<file path="src/rtl/alu_cmd_driver_pkg.sv">
// Shared definitions for the ALU command driver: opcode values, FSM state encodings
// and default widths.
package alu_cmd_driver_pkg;

   localparam int DATA_W_DEF = 8;
   localparam int OUT_W_DEF  = 16;
   localparam int CMD_W_DEF  = 4;

   localparam logic [3:0] OP_ADD  = 4'h0;
   localparam logic [3:0] OP_INC  = 4'h1;
   localparam logic [3:0] OP_SUB  = 4'h2;
   localparam logic [3:0] OP_DEC  = 4'h3;
   localparam logic [3:0] OP_MUL  = 4'h4;
   localparam logic [3:0] OP_DIV  = 4'h5;
   localparam logic [3:0] OP_SHL  = 4'h6;
   localparam logic [3:0] OP_SHR  = 4'h7;
   localparam logic [3:0] OP_AND  = 4'h8;
   localparam logic [3:0] OP_OR   = 4'h9;
   localparam logic [3:0] OP_INV  = 4'hA;
   localparam logic [3:0] OP_NAND = 4'hB;
   localparam logic [3:0] OP_NOR  = 4'hC;
   localparam logic [3:0] OP_XOR  = 4'hD;
   localparam logic [3:0] OP_XNOR = 4'hE;
   localparam logic [3:0] OP_BUF  = 4'hF;

   localparam logic [1:0] ST_IDLE    = 2'd0;
   localparam logic [1:0] ST_DRIVE   = 2'd1;
   localparam logic [1:0] ST_CAPTURE = 2'd2;
   localparam logic [1:0] ST_RESP    = 2'd3;

endpackage

</file>
<file path="src/rtl/alu_cmd_driver_ref_model.sv">
// Combinational reference of the 8-bit ALU: zero-extended operands, results mod 2^OUT_W.
// Logic ops are formed on DATA_W bits and then zero-extended.
module alu_cmd_driver_ref_model
   import alu_cmd_driver_pkg::*;
#(
   parameter int DATA_W = DATA_W_DEF,
   parameter int OUT_W  = OUT_W_DEF,
   parameter int CMD_W  = CMD_W_DEF
) (
   input  logic [DATA_W-1:0] i_a,
   input  logic [DATA_W-1:0] i_b,
   input  logic [CMD_W-1:0]  i_cmd,
   output logic [OUT_W-1:0]  o_expect
);

   localparam int PAD = OUT_W - DATA_W;
   localparam logic [OUT_W-1:0] ONE = {{(OUT_W-1){1'b0}}, 1'b1};

   logic [OUT_W-1:0] w_a;
   logic [OUT_W-1:0] w_b;

   assign w_a = {{PAD{1'b0}}, i_a};
   assign w_b = {{PAD{1'b0}}, i_b};

   always_comb begin
      o_expect = '0;
      case (i_cmd)
         OP_ADD:  o_expect = w_a + w_b;
         OP_INC:  o_expect = w_a + ONE;
         OP_SUB:  o_expect = w_a - w_b;
         OP_DEC:  o_expect = w_a - ONE;
         OP_MUL:  o_expect = w_a * w_b;
         // Divide by zero has no defined ALU result; the checker never flags it.
         OP_DIV:  o_expect = (i_b == '0) ? '1 : w_a / w_b;
         OP_SHL:  o_expect = w_a << 1;
         OP_SHR:  o_expect = w_a >> 1;
         OP_AND:  o_expect = {{PAD{1'b0}}, i_a & i_b};
         OP_OR:   o_expect = {{PAD{1'b0}}, i_a | i_b};
         OP_INV:  o_expect = {{PAD{1'b0}}, ~i_a};
         OP_NAND: o_expect = {{PAD{1'b0}}, ~(i_a & i_b)};
         OP_NOR:  o_expect = {{PAD{1'b0}}, ~(i_a | i_b)};
         OP_XOR:  o_expect = {{PAD{1'b0}}, i_a ^ i_b};
         OP_XNOR: o_expect = {{PAD{1'b0}}, ~(i_a ^ i_b)};
         OP_BUF:  o_expect = w_a;
         default: o_expect = '0;
      endcase
   end

endmodule

</file>
<file path="src/rtl/alu_cmd_driver.sv">
// Bus-side initiator for the 8-bit ALU: request in, drive pins, settle, capture, respond.
// Optional build macro ALU_CHECK_EN adds a reference-model compare that pulses o_chk_err.
//
// state   | meaning
// IDLE    | o_req_ready high, waiting for a request
// DRIVE   | operands and oe held, settle down-counter running
// CAPTURE | sample ALU result, drop oe
// RESP    | o_rsp_valid high until the consumer takes the result
module alu_cmd_driver
   import alu_cmd_driver_pkg::*;
#(
   parameter int DATA_W     = DATA_W_DEF,
   parameter int OUT_W      = OUT_W_DEF,
   parameter int CMD_W      = CMD_W_DEF,
   parameter int SETTLE_CYC = 1
) (
   input  logic              i_clk,
   input  logic              i_rst_n,
   input  logic              i_req_valid,
   output logic              o_req_ready,
   input  logic [DATA_W-1:0] i_req_a,
   input  logic [DATA_W-1:0] i_req_b,
   input  logic [CMD_W-1:0]  i_req_cmd,
   output logic [DATA_W-1:0] o_alu_a,
   output logic [DATA_W-1:0] o_alu_b,
   output logic [CMD_W-1:0]  o_alu_cmd,
   output logic              o_alu_oe,
   input  logic [OUT_W-1:0]  i_alu_d,
   output logic              o_rsp_valid,
   input  logic              i_rsp_ready,
   output logic [OUT_W-1:0]  o_rsp_data,
   output logic [CMD_W-1:0]  o_rsp_cmd,
   output logic [15:0]       o_txn_count,
   output logic              o_chk_err
);

   localparam logic [3:0] LP_SETTLE = 4'(SETTLE_CYC);

   logic [1:0]        r_state;
   logic [3:0]        r_cnt;
   logic [DATA_W-1:0] r_alu_a;
   logic [DATA_W-1:0] r_alu_b;
   logic [CMD_W-1:0]  r_alu_cmd;
   logic              r_alu_oe;
   logic              r_rsp_valid;
   logic [OUT_W-1:0]  r_rsp_data;
   logic [CMD_W-1:0]  r_rsp_cmd;
   logic [15:0]       r_txn_count;

   always_ff @(posedge i_clk or negedge i_rst_n) begin
      if (!i_rst_n) begin
         r_state     <= ST_IDLE;
         r_cnt       <= '0;
         r_alu_a     <= '0;
         r_alu_b     <= '0;
         r_alu_cmd   <= '0;
         r_alu_oe    <= 1'b0;
         r_rsp_valid <= 1'b0;
         r_rsp_data  <= '0;
         r_rsp_cmd   <= '0;
         r_txn_count <= '0;
      end else begin
         case (r_state)
            ST_IDLE: begin
               if (i_req_valid) begin
                  r_alu_a   <= i_req_a;
                  r_alu_b   <= i_req_b;
                  r_alu_cmd <= i_req_cmd;
                  r_alu_oe  <= 1'b1;
                  r_cnt     <= LP_SETTLE;
                  r_state   <= ST_DRIVE;
               end
            end
            // Terminal count at zero: DRIVE spans SETTLE_CYC+1 cycles, giving
            // a full SETTLE_CYC of stable oe/operands after the pins update.
            ST_DRIVE: begin
               if (r_cnt == '0) r_state <= ST_CAPTURE;
               else             r_cnt   <= r_cnt - 4'd1;
            end
            ST_CAPTURE: begin
               r_rsp_data  <= i_alu_d;
               r_rsp_cmd   <= r_alu_cmd;
               r_alu_oe    <= 1'b0;
               r_rsp_valid <= 1'b1;
               r_state     <= ST_RESP;
            end
            ST_RESP: begin
               if (i_rsp_ready) begin
                  r_rsp_valid <= 1'b0;
                  r_txn_count <= r_txn_count + 16'd1;
                  r_state     <= ST_IDLE;
               end
            end
            default: r_state <= ST_IDLE;
         endcase
      end
   end

   assign o_req_ready = (r_state == ST_IDLE);
   assign o_alu_a     = r_alu_a;
   assign o_alu_b     = r_alu_b;
   assign o_alu_cmd   = r_alu_cmd;
   assign o_alu_oe    = r_alu_oe;
   assign o_rsp_valid = r_rsp_valid;
   assign o_rsp_data  = r_rsp_data;
   assign o_rsp_cmd   = r_rsp_cmd;
   assign o_txn_count = r_txn_count;

`ifdef ALU_CHECK_EN
   logic [OUT_W-1:0] w_expect;
   logic             w_div_zero;
   logic             r_chk_err;

   alu_cmd_driver_ref_model #(
      .DATA_W (DATA_W),
      .OUT_W  (OUT_W),
      .CMD_W  (CMD_W)
   ) u_ref (
      .i_a      (r_alu_a),
      .i_b      (r_alu_b),
      .i_cmd    (r_alu_cmd),
      .o_expect (w_expect)
   );

   assign w_div_zero = (r_alu_cmd == OP_DIV) && (r_alu_b == '0);

   always_ff @(posedge i_clk or negedge i_rst_n) begin
      if (!i_rst_n) r_chk_err <= 1'b0;
      else          r_chk_err <= (r_state == ST_CAPTURE) && !w_div_zero && (i_alu_d != w_expect);
   end

   assign o_chk_err = r_chk_err;
`else
   assign o_chk_err = 1'b0;
`endif

endmodule
</file>
<file path="config.mk">
export PLATFORM = sky130hd
export DESIGN_NAME = alu_cmd_driver
export DESIGN_NICKNAME = d
export VERILOG_FILES = /design/src/rtl/alu_cmd_driver_pkg.sv /design/src/rtl/alu_cmd_driver_ref_model.sv /design/src/rtl/alu_cmd_driver.sv
export SDC_FILE = /design/constraint.sdc
export NUM_CORES = 1
export LEC_CHECK = 0
export ABC_AREA = 1
export CELL_PAD_IN_SITES_DETAIL_PLACEMENT = 0
export CELL_PAD_IN_SITES_GLOBAL_PLACEMENT = 2
export CORE_MARGIN = 5
export CORE_UTILIZATION = 25
export DETAILED_ROUTE_END_ITERATION = 10
export PLACE_DENSITY_LB_ADDON = 0.05
export REMOVE_ABC_BUFFERS = 1
export SLEW_MARGIN = 20
export SYNTH_ARGS = -nofsm -noshare
export SYNTH_HDL_FRONTEND = slang
export SYNTH_SLANG_ARGS = --single-unit
</file>
<file path="constraint.sdc">
create_clock -name i_clk -period 1.85 [get_ports i_clk]
set_clock_uncertainty 0.05 [all_clocks]
set_input_delay 0.37 -clock i_clk [delete_from_list [all_inputs] [get_ports i_clk]]
set_output_delay 0.37 -clock i_clk [all_outputs]
set_load 0.05 [all_outputs]
</file>
======== Word level (Yosys, flattened, before mapping) ========
Cells that the tools add are included.
cells by class
  muxes and demuxes ....................... 11
  reduce and logical (&&, ||, !) cells .... 11
  equal/unequal tests ..................... 7
  add/sub/neg operators ................... 2
operators with widths
  kind                   count
  $add 16x1->16 const B  1
  $mux 4                 2
  $ne 2x2->1 const B     4
  $pmux 2 s4             1
  $pmux 4 s2             1
  $reduce_and 2->1       4
  $mux 2                 3
  $reduce_and 3->1       2
  $reduce_bool 2->1      3
  $eq 2x2->1 const B     2
  $logic_not 4->1        1
  $pmux 1 s2             2
  $sub 4x1->4 const B    1
  $eq 2x1->1 const B     1
  $logic_not 2->1        1
  $mux 1                 2
word-level totals
  register bits after elaboration ......... 64
  word-level logic and storage cells ...... 41
  output and inout port bits .............. 60
  input port bits ......................... 40

======== Longest topological paths before layout ========
  depth in word-level cells ............... 3
  mapped depth ............................ 9
  gate-level depth less buffers ........... 9

======== Worst setup path before layout ========
No wires, ideal clock.
  kind .................................... register -> register
  start point ............................. reg r_txn_count[1] (netlist: o_txn_count[1])
  end point ............................... reg r_txn_count[12] (netlist: o_txn_count[12])
  setup time .............................. 0.113 ns
  stages on the path, launching flop included .. 9
  data required time ...................... 1.687 ns
  period minus slack after synthesis ...... 1.670 ns
  path buffers ............................ 0
  setup slack ............................. 0.180 ns
  data arrival time ....................... 1.507 ns
  cells stage by stage .................... dfrtp_1 ha_1 nand2_1 nor2_2 nand2_4 nor2_2 nand3_1 nand2_1 inv_1
between the ends
  longest elaborated chain between the ends .. 1
RTL lines
  item                    line                  RTL
  from (decl)             alu_cmd_driver.sv:48  logic [15:0] r_txn_count;
  from (signal assigned)  alu_cmd_driver.sv:90  r_txn_count <= r_txn_count + 16'd1;
  $add 16x1->16           alu_cmd_driver.sv:90
Every way passes these cells.
A chain may end at the register's enable or synchronous reset.

======== Worst setup path after layout ========
  start point ............................. reg r_state[0]
  end point ............................... out o_req_ready
between the ends
  longest elaborated chain between the ends .. 1
RTL lines
  item                    line                  RTL
  from (decl)             alu_cmd_driver.sv:39  logic [1:0] r_state;
  from (signal assigned)  alu_cmd_driver.sv:52  r_state <= ST_IDLE;
  from (signal assigned)  alu_cmd_driver.sv:71  r_state <= ST_DRIVE;
  from (signal assigned)  alu_cmd_driver.sv:77  if (r_cnt == '0) r_state <= ST_CAPTURE;
  $logic_not 2->1         alu_cmd_driver.sv:99  assign o_req_ready = (r_state == ST_IDLE);
  to (decl)               alu_cmd_driver.sv:20  output logic o_req_ready,
Every way passes these cells.

==> metrics.yaml <==
status: "finished clean"
power.total_uw: 8187
wl_mm: 7.820
p_leak_uw: 0.002216
dr_total_vias: 2386
power_density_nw_per_um2: 1950
synthTopCellsByArea: "dfrtp_1 56%, nand2_1 21%, inv_1 4.1%, ha_1 3.1%, xor2_1 2.2%"
ioPinCount: 100
cts_num_sinks: 64
vdd.ir_drop.worst_mv: 0.7607
ys_seq_area_frac: 0.5646
p_clk_frac: 0.221
p_sw_frac: 0.4644
ctsResizeCount: 0
die_y_um: 116.5
synth_edf_count: 0
grt.overflow.total: 0
crit_family: "flip-flops"
grt_pass1_wl_mm: 12.72
avgRoutedWirePerCell_um: 13.34
clk_pin_slew_worst_paths_ns: 0.05
pwr-share-comb: 0.497
finalCriticalPeriod_ns: 1.752
route.detailed.drc: 0
yosysTopAreaCellShare: 0.5646
worstPathArrival_ns: 1.33
io_buffer_count: 98
setup_viol: 0
async_flop_share: 1.000
fin_nets: 488
cts_tree: "built"
cp-end-kind: "primary output"
grt_pass1_vias: 2511
track_usage: 0.1225
clk_path_buf_depth: 2
grt_max_degree: 65
hold_buffers: 0
ys_ff_latch: 64
yosysUniqueCellTypes: 23
via_per_inst: 4.072
power_frac_seq: 0.282
dieArea_um2: 13580
clock.fmax_ghz: 0.5708
root_buffer: "clkbuf_16"
critPathSlowestCell: "dfrtp_1"
design.core.area_um2: 10980
startpoint_type: "register"
synthCells: 335
grt_antenna_before_repair: 0
hold_violations: 0
post-dp-hpwl_mm: 5.591
setup_tns_ns: 0
yosysTopAreaCell: "dfrtp_1"
synth_area_um2: 2836
slew_viol_final: 0
ant_nets: 0
n_fill_cell: 1150
crit_type: "reg2out"
yosysMostFrequentCell: "nand2_1"
final_layout_size_suffix_gt1_frac: 0.1951
path_max_fanout: 5
crit_required_ns: 1.43
place.gp.congestion: 0.7343
hp-class: "in2async"
place_inst: 570
synth_warnings: 0
synth.avg_cell_area_um2: 8.467
cts_max_level: 3
synth_ff_type: "dfrtp_1"
p_switching_uw: 3802
rsz0062_at_grt: "no"
cp_num_buf_inv: 2
path_cells: "inv_1 > ha_1 > buf_12"
cts_made_buffers: 9
insertedDiodeCount: 0
drtPass1Iterations: 4
max_stage_delay_ns: 0.42
max-cap-violations: 0
internal-power_uw: 4385
areaGrowthSynthToFinish_pct: 47.99
drt-initial-drc-count: 81
fp.dieW_um: 116.5
ys_top_cells_by_count: "161 x nand2_1, 64 x dfrtp_1, 31 x inv_1"
finalCritPeriodShare: 0.9470
start_util: 0.2583
clk_latency_ns: 0.32
stdcell_count: 586
rows: 38
cts_setup_buffers: 0
path summary, 6_finish.rpt:
kind                              endpoint  depth (start not counted)          start  slack (ns)
hold reg to reg              o_rsp_data[7]                          2  o_rsp_data[7]        0.42
max in group asynchronous  o_txn_count[15]                          2        i_rst_n        1.45
setup reg to reg                  r_cnt[0]                          5     r_state[0]        0.28
setup / recovery               o_req_ready                          3     r_state[0]         0.1
min in group i_clk           o_rsp_data[7]                          2  o_rsp_data[7]        0.42
hold / removal               o_rsp_data[5]                          2        i_rst_n      0.0003
cell families (layout without fill, tap and decap cells):
family / count (synthesis) / after routing / share of synthesized area
xor gates and xnor gates: 11 / 11 / 0.03396
and+or+nand+nor: 203 / 203 / 0.2973
AOI/OAI and AO/OA: 9 / 9 / 0.01676
adders and majority gates: 7 / 7 / 0.03088
DFF: 64 / 64 / 0.5646
buffers and inverters: 40 / 151 / 0.05514
other: 1 / 1 / 0.001322
area by class of cell:
| type | instances | area [um2] | share of cell area |
|---|---|---|---|
| sequential | 64 | 1602 | 0.3815 |
| inverter | 31 | 116.4 | 0.02772 |
| multi-input combinational | 231 | 1079 | 0.2569 |
| clock buffer | 13 | 250.2 | 0.05961 |
| clock inverter | 3 | 65.06 | 0.01550 |
| timing repair buffer | 104 | 910.9 | 0.2170 |
| tap | 140 | 175.2 | 0.04173 |
state kept, by name, indices dropped and copies added (netlist names):
signal       cells
o_alu_cmd        4
o_alu_b          8
o_txn_count     16
o_rsp_data      16
o_rsp_valid      1
o_rsp_cmd        4
r_cnt            4
o_alu_oe         1
o_alu_a          8
r_state          2
stage by stage:
stage	cell area, um2	setup WS, ns	hold WS [ns]	utilization
after floorplan	2796	-0.3368	0.02441	-
after global placement	3882	0.1145	0.3783	0.3535
after detailed placement	3882	0.08772	0.3703	0.3535
after CTS	4198	0.06826	0.01451	0.3822
after global routing	4198	0.01833	0.03188	0.3822
final	4198	0.09804	0.0002610	0.3822
routing by layer:
metal / share of wire / up-vias / global-route usage
met3: 0.077 / 9 / 0.04249
met1: 0.46 / 1080 / 0.1608
li1: - / 1227 / -
met5: 0 / - / 0
met4: 0.016 / 0 / 0.04872
met2: 0.45 / 70 / 0.1854
cells in the final DEF, fill, tap and decap left out:
cell | netlist | routed
ha_1 | 7 | 7
a21oi_1 | 2 | 2
nand2_1 | 161 | 161
clkbuf_8 | 0 | 1
buf_4 | 1 | 62
clkbuf_1 | 6 | 3
dfrtp_1 | 64 | 64
nand3_1 | 12 | 12
nand4_1 | 6 | 6
buf_12 | 0 | 3
clkdlybuf4s50_1 | 0 | 38
inv_1 | 31 | 31
clkbuf_16 | 0 | 9
conb_1 | 1 | 1
nor3b_1 | 1 | 1
or2_0 | 1 | 1
nor2_4 | 2 | 2
buf_2 | 2 | 1
xor2_1 | 7 | 7
nand2_4 | 2 | 2
o211ai_1 | 1 | 1
nor2_1 | 13 | 13
nor3_1 | 1 | 1
nor3_2 | 1 | 1
nor2_2 | 3 | 3
clkinv_2 | 0 | 1
o21ai_0 | 6 | 6
xnor2_1 | 4 | 4
bufinv_16 | 0 | 2
power by group through the flow:
stage	logic (uW)	registers (uW)	clock network [uW]
5_1_grt	4420	2400	1950
2_1_floorplan	1070	3930	0
3_5_place_dp	4150	2330	0
6_report	4070	2310	1810
4_1_cts	4150	2320	1890
3_3_place_gp	4130	2330	0
Note: power is estimated with default switching activity, not from simulation.
